$ cat config.mk
export PLATFORM = sky130hd
export DESIGN_NAME = muldiv_unit
export DESIGN_NICKNAME = d
export VERILOG_FILES = /design/src/rtl/muldiv_unit_pkg.sv /design/src/rtl/muldiv_unit.sv
export SDC_FILE = /design/constraint.sdc
export NUM_CORES = 1
export LEC_CHECK = 0
export CAP_MARGIN = 10
export CORE_MARGIN = 5
export CORE_UTILIZATION = 66
export CTS_CLUSTER_DIAMETER = 120
export DETAILED_ROUTE_END_ITERATION = 6
export MAX_ROUTING_LAYER = met4
export PLACE_DENSITY = 0.93
export REMOVE_ABC_BUFFERS = 1
export SYNTH_ARGS = -nofsm -noshare
export SYNTH_HDL_FRONTEND = slang
export SYNTH_SLANG_ARGS = --single-unit
$ cat constraint.sdc
create_clock -name clock -period 11.97 [get_ports clock]
set_input_delay 1.7955 -clock clock [delete_from_list [all_inputs] [get_ports clock]]
set_output_delay 1.7955 -clock clock [all_outputs]
set_load 0.02 [all_outputs]
$ cat src/rtl/muldiv_unit_pkg.sv
// Shared encodings for the iterative multiply/divide unit.
// Op codes follow RISC-V M-extension funct3 order.
package muldiv_unit_pkg;

  localparam int MULDIV_OP_WIDTH = 3;

  typedef enum logic [2:0] {
    MULDIV_OP_MUL    = 3'd0,
    MULDIV_OP_MULH   = 3'd1,
    MULDIV_OP_MULHSU = 3'd2,
    MULDIV_OP_MULHU  = 3'd3,
    MULDIV_OP_DIV    = 3'd4,
    MULDIV_OP_DIVU   = 3'd5,
    MULDIV_OP_REM    = 3'd6,
    MULDIV_OP_REMU   = 3'd7
  } muldiv_op_e;

  typedef enum logic [1:0] {
    S_IDLE = 2'd0,
    S_CALC = 2'd1,
    S_DONE = 2'd2
  } state_e;

endpackage

$ cat src/rtl/muldiv_unit.sv
// Radix-2 iterative RISC-V M unit: shift-add multiply and restoring
// divide on magnitudes, sharing one XLEN+1-bit add/subtract step.
module muldiv_unit
  import muldiv_unit_pkg::*;
#(
  parameter int XLEN     = 32,
  parameter int OP_WIDTH = MULDIV_OP_WIDTH
) (
  input  logic                clock,
  input  logic                reset_n,
  input  logic                io_req_valid,
  output logic                io_req_ready,
  input  logic [OP_WIDTH-1:0] io_req_op,
  input  logic [XLEN-1:0]     io_req_a,
  input  logic [XLEN-1:0]     io_req_b,
  input  logic                io_kill,
  output logic                io_resp_valid,
  input  logic                io_resp_ready,
  output logic [XLEN-1:0]     io_resp_data
);

  localparam int CW = $clog2(XLEN) + 1;
  localparam logic [OP_WIDTH-1:0] OP_MAX = OP_WIDTH'(7);
  localparam logic [XLEN-1:0] MOST_NEG = {1'b1, {(XLEN-1){1'b0}}};

  state_e          state, state_nx;
  muldiv_op_e      op_q;
  logic [XLEN-1:0] d_q, hi_q, lo_q, res_q;
  logic [CW-1:0]   cnt_q;
  logic            neg_q, nega_q;

  muldiv_op_e      op_in;
  logic            accept, is_div_in, op_undef;
  logic            sa_in, sb_in, div_zero, ovf, fast;
  logic [XLEN-1:0] abs_a, abs_b, fast_res;

  assign op_in     = muldiv_op_e'(io_req_op[2:0]);
  assign is_div_in = op_in[2];
  assign op_undef  = io_req_op > OP_MAX;

  assign sa_in = io_req_a[XLEN-1] &
                 (op_in == MULDIV_OP_MULH || op_in == MULDIV_OP_MULHSU ||
                  op_in == MULDIV_OP_DIV  || op_in == MULDIV_OP_REM);
  assign sb_in = io_req_b[XLEN-1] &
                 (op_in == MULDIV_OP_MULH || op_in == MULDIV_OP_DIV ||
                  op_in == MULDIV_OP_REM);

  assign abs_a = sa_in ? -io_req_a : io_req_a;
  assign abs_b = sb_in ? -io_req_b : io_req_b;

  assign div_zero = is_div_in && (io_req_b == '0);
  assign ovf = (op_in == MULDIV_OP_DIV || op_in == MULDIV_OP_REM) &&
               (io_req_a == MOST_NEG) && (io_req_b == '1);
  assign fast = op_undef || div_zero || ovf;

  // op[1] selects the remainder flavour of a divide
  always_comb begin
    fast_res = '0;
    unique case (1'b1)
      op_undef: fast_res = '0;
      div_zero: fast_res = op_in[1] ? io_req_a : '1;
      ovf:      fast_res = op_in[1] ? '0 : io_req_a;
      default:  fast_res = '0;
    endcase
  end

  assign accept = io_req_valid && (state == S_IDLE) && !io_kill;

  always_ff @(posedge clock or negedge reset_n) begin
    if (!reset_n) state <= S_IDLE;
    else          state <= state_nx;
  end

  always_comb begin
    state_nx = state;
    if (io_kill) begin
      state_nx = S_IDLE;
    end else begin
      unique case (state)
        S_IDLE: if (io_req_valid) state_nx = fast ? S_DONE : S_CALC;
        S_CALC: if (cnt_q == CW'(XLEN)) state_nx = S_DONE;
        S_DONE: if (io_resp_ready) state_nx = S_IDLE;
        default: state_nx = S_IDLE;
      endcase
    end
  end

  logic            is_div;
  logic [XLEN:0]   add_x, add_y;
  logic [XLEN+1:0] add_s;

  assign is_div = op_q[2];
  assign add_x  = is_div ? {hi_q, lo_q[XLEN-1]} : {1'b0, hi_q};
  assign add_y  = (is_div || lo_q[0]) ? {1'b0, d_q} : '0;
  // bit XLEN+1 of a subtract is the no-borrow flag
  assign add_s  = {1'b0, add_x} + {1'b0, is_div ? ~add_y : add_y} +
                  {{(XLEN+1){1'b0}}, is_div};

  logic [2*XLEN-1:0] prod_s;
  logic [XLEN-1:0]   quo_s, rem_s, res_calc;

  assign prod_s = neg_q ? -{hi_q, lo_q} : {hi_q, lo_q};
  assign quo_s  = neg_q ? -lo_q : lo_q;
  assign rem_s  = nega_q ? -hi_q : hi_q;

  always_comb begin
    res_calc = '0;
    unique case (op_q)
      MULDIV_OP_MUL:    res_calc = prod_s[XLEN-1:0];
      MULDIV_OP_MULH,
      MULDIV_OP_MULHSU,
      MULDIV_OP_MULHU:  res_calc = prod_s[2*XLEN-1:XLEN];
      MULDIV_OP_DIV,
      MULDIV_OP_DIVU:   res_calc = quo_s;
      default:          res_calc = rem_s;
    endcase
  end

  always_ff @(posedge clock or negedge reset_n) begin
    if (!reset_n) begin
      op_q   <= MULDIV_OP_MUL;
      d_q    <= '0;
      hi_q   <= '0;
      lo_q   <= '0;
      res_q  <= '0;
      cnt_q  <= '0;
      neg_q  <= 1'b0;
      nega_q <= 1'b0;
    end else if (accept) begin
      op_q   <= op_in;
      hi_q   <= '0;
      lo_q   <= is_div_in ? abs_a : abs_b;
      d_q    <= is_div_in ? abs_b : abs_a;
      cnt_q  <= '0;
      neg_q  <= sa_in ^ sb_in;
      nega_q <= sa_in;
      res_q  <= fast_res;
    end else if (state == S_CALC) begin
      if (cnt_q == CW'(XLEN)) begin
        res_q <= res_calc;
      end else begin
        cnt_q <= cnt_q + CW'(1);
        if (!is_div) begin
          hi_q <= add_s[XLEN:1];
          lo_q <= {add_s[0], lo_q[XLEN-1:1]};
        end else if (add_s[XLEN+1]) begin
          hi_q <= add_s[XLEN-1:0];
          lo_q <= {lo_q[XLEN-2:0], 1'b1};
        end else begin
          hi_q <= add_x[XLEN-1:0];
          lo_q <= {lo_q[XLEN-2:0], 1'b0};
        end
      end
    end
  end

  assign io_req_ready  = (state == S_IDLE);
  assign io_resp_valid = (state == S_DONE);
  assign io_resp_data  = (state == S_DONE) ? res_q : '0;

endmodule

==> impl_metrics.json <==
{
  "die_w_um": 157,
  "p_total_mw": 3.36,
  "worstPathArrival_ps": 5730,
  "clock_sinks": 141,
  "areaGrowthSynthToFinish_pct": 11.1,
  "synthMostInstantiatedCell": "nand2_1",
  "slew_headroom": 0.191,
  "power_density_nw_per_um2": 211,
  "p_comb_frac": 0.555,
  "synthCells": 1947,
  "drive_gt1_frac": 0.0626,
  "min-delay-path-class": "reg -> reg",
  "nets": 2048,
  "route.detailed.drc": 0,
  "p_leak_nw": 6.29,
  "numCtsBuffers": 17,
  "yosys_warnings": 0,
  "clock-root-buffer": "clkbuf_16",
  "ys_seq_area_frac": 0.246,
  "dieArea_um2": 24800,
  "synth_ff_type": "dfrtp_1",
  "worstPathRequired_ps": 12230,
  "port_buffers": 105,
  "end_kind": "flop",
  "status": "finished clean",
  "diodes": 0,
  "start_util": 0.663,
  "first_global_vias": 14900,
  "p_clk_frac": 0.167,
  "slowest_stage": "dfrtp_4",
  "r2r_slack_ps": 6510,
  "power_frac_seq": 0.278,
  "gr-usage-all-layers": 0.427,
  "finalCriticalPeriod_ps": 5460,
  "p_int_mw": 1.66,
  "tightest_slew_ps": 1210,
  "wl_um": 52700,
  "synth-edff-count": 0,
  "grt_pass1_wl_um": 80800,
  "hold_viol_final": 0,
  "syn_area_per_cell_um2": 7.36,
  "setup_tns_ps": 0,
  "dpl_cell_area_um2": 15300,
  "cts_tree": "built",
  "cts_setup_buffers": 0,
  "finalSetupViolations": 0,
  "synthTopCellsByArea": "dfrtp_1, o21ai_0, nand2_1",
  "hpwl_um": 37400,
  "crit_family": "simple AND/OR/NAND/NOR gates",
  "yosys.area.top_type": "dfrtp_1",
  "holdCritStartpoint": "res_q[31]",
  "ant_nets": 0,
  "htree_levels": 4,
  "slew_viol_final": 0,
  "final_core_util": 0.737,
  "drt_iter0_drc": 2730,
  "hold_buffers": 0,
  "fin_area_um2": 15900,
  "cts.path.max_buffers": 2,
  "die_h_um": 157,
  "crit_type": "reg -> reg",
  "num_rows": 54,
  "power.switching_mw": 1.70,
  "fin_crit_sh": 0.456,
  "cts.clk_slew.worst_paths_ps": 60,
  "dr.pass1.iters": 7,
  "crit_chain": "buf_4 > nor2_2 > buf_4 > nand2_1 > o21ai_0 > ha_1 > nand2_1 > nor4_1 > o311ai_0 > o21ai_1 > nor4_4 > or2_2 > mux2i_1 > o221ai_1",
  "synth_top_area_frac": 0.246,
  "grt-ovfl-total": 0,
  "grt_max_degree": 107,
  "vias": 16000,
  "cts_resized": 0,
  "slowest_delay_ps": 850,
  "wl_per_cell_um": 23.7,
  "core_area_um2": 21600,
  "antenna_found_initial": 0,
  "synth-seq-cells": 141,
  "cap_violations": 0,
  "holdWs_ps": 483,
  "vias_per_cell": 7.16,
  "finClkSkew_ps": 9.89,
  "worst-path-buf-inv": 2,
  "rsz0062_at_grt": "false",
  "fmax_mhz": 183,
  "ir_drop_mv": 0.116,
  "cp_max_fo": 54,
  "io_pins": 106,
  "switching_share": 0.505,
  "clock_latency_ps": 440,
  "synth_area_um2": 14300,
  "fillers": 1690,
  "start_kind": "flop",
  "place.gp.congestion": 1.01,
  "async_flop_share": 1.00,
  "synthTopCellsByCount": "nand2_1, o21ai_0, nor2_1",
  "crit-reg2reg-launch": "op_q[2]",
  "startpoint": "op_q[2]",
  "yosysUniqueCellTypes": 79
}
path summary, 6_finish.rpt:
kind                        endpoint  cells past startpoint
max in group asynchronous      neg_q                      2
hold reg to reg            res_q[31]                      2
hold / removal             res_q[31]                      2
min in group asynchronous    d_q[29]                      1
setup / recovery             hi_q[1]                     14
setup reg to reg             hi_q[1]                     14
final cells by class:
| type | instances | area (um2) | area share |
|---|---|---|---|
| clock buffer | 19 | 453 | 0.0284 |
| sequential | 141 | 3530 | 0.222 |
| multi-input combinational | 1624 | 10100 | 0.636 |
| timing repair buffer | 129 | 1230 | 0.0771 |
| inverter | 24 | 90.1 | 0.00566 |
| tap | 280 | 350 | 0.0220 |
| clock inverter | 13 | 151 | 0.00950 |
flip-flops by register name (all words and copies together), names as in the netlist:
signal and flops:
d_q 32, cnt_q 6, lo_q 32, state 2
nega_q 1, op_q 3, hi_q 32, neg_q 1
res_q 32
per-stage QoR:
step / worst slack (ps) / instances
after global placement: 6730 / 2197
after floorplan: 5590 / 1789
after global routing: 6240 / 2230
after detailed placement: 6530 / 2197
final: 6510 / 2230
after CTS: 6660 / 2229
kinds of logic after synthesis:
family / synth area share
mux: 0.0695
simple gates: 0.237
fa+ha+maj: 0.0346
xor+xnor: 0.101
flops: 0.246
compound gates: 0.261
buf+inv: 0.0497
routing by layer:
layer	part of all wire	track usage	vias to the layer above
li1	-	-	7021
met1	0.37	0.547	7350
met2	0.43	0.632	1298
met3	0.12	0.0778	304
met4	0.076	0.251	0
met5	0	-	-
cells in the final DEF (no fill, tap or decap), types with 9 or more instances in the layout:
| cell type | Yosys | layout |
|---|---|---|
| a211oi_1 | 9 | 9 |
| a21o_1 | 18 | 18 |
| a21oi_1 | 112 | 112 |
| a221oi_1 | 13 | 13 |
| a22oi_1 | 29 | 29 |
| a31oi_1 | 23 | 23 |
| and2_1 | 39 | 39 |
| and3_1 | 9 | 9 |
| buf_4 | 0 | 24 |
| clkbuf_16 | 0 | 17 |
| clkdlybuf4s50_1 | 0 | 103 |
| dfrtp_1 | 141 | 139 |
| ha_1 | 38 | 38 |
| inv_1 | 24 | 24 |
| mux2_2 | 29 | 29 |
| mux2i_1 | 67 | 67 |
| nand2_1 | 278 | 278 |
| nand2b_1 | 18 | 18 |
| nand3_1 | 42 | 42 |
| nand4_1 | 25 | 25 |
| nor2_1 | 150 | 147 |
| nor3_1 | 45 | 44 |
| nor4_1 | 21 | 21 |
| o211ai_1 | 38 | 38 |
| o21a_1 | 9 | 9 |
| o21ai_0 | 249 | 249 |
| o221ai_1 | 17 | 17 |
| o22ai_1 | 13 | 13 |
| o31ai_1 | 34 | 34 |
| o41ai_1 | 10 | 10 |
| or2_2 | 10 | 10 |
| or3_1 | 18 | 17 |
| or4_1 | 17 | 17 |
| xnor2_1 | 93 | 93 |
| xor2_1 | 73 | 73 |
worst register-to-register path, stage by stage (launching register included):
cell	delay [ps]
dfrtp_4	850
buf_4	650
nor2_2	130
buf_4	270
nand2_1	120
o21ai_0	90
ha_1	370
nand2_1	190
nor4_1	120
o311ai_0	800
o21ai_1	280
nor4_4	650
or2_2	380
mux2i_1	240
o221ai_1	160
power groups by stage:
| stage | registers (mW) | logic [mW] | clock network (mW) |
|---|---|---|---|
| final | 0.932 | 1.86 | 0.561 |
| after global routing | 0.941 | 2.02 | 0.576 |
| after CTS | 0.910 | 1.81 | 0.555 |
| after detailed placement | 0.916 | 1.78 | 0 |
| after global placement | 0.909 | 1.72 | 0 |
| after floorplan | 0.805 | 1.33 | 0 |
Note: power is estimated with default switching activity, not from simulation.
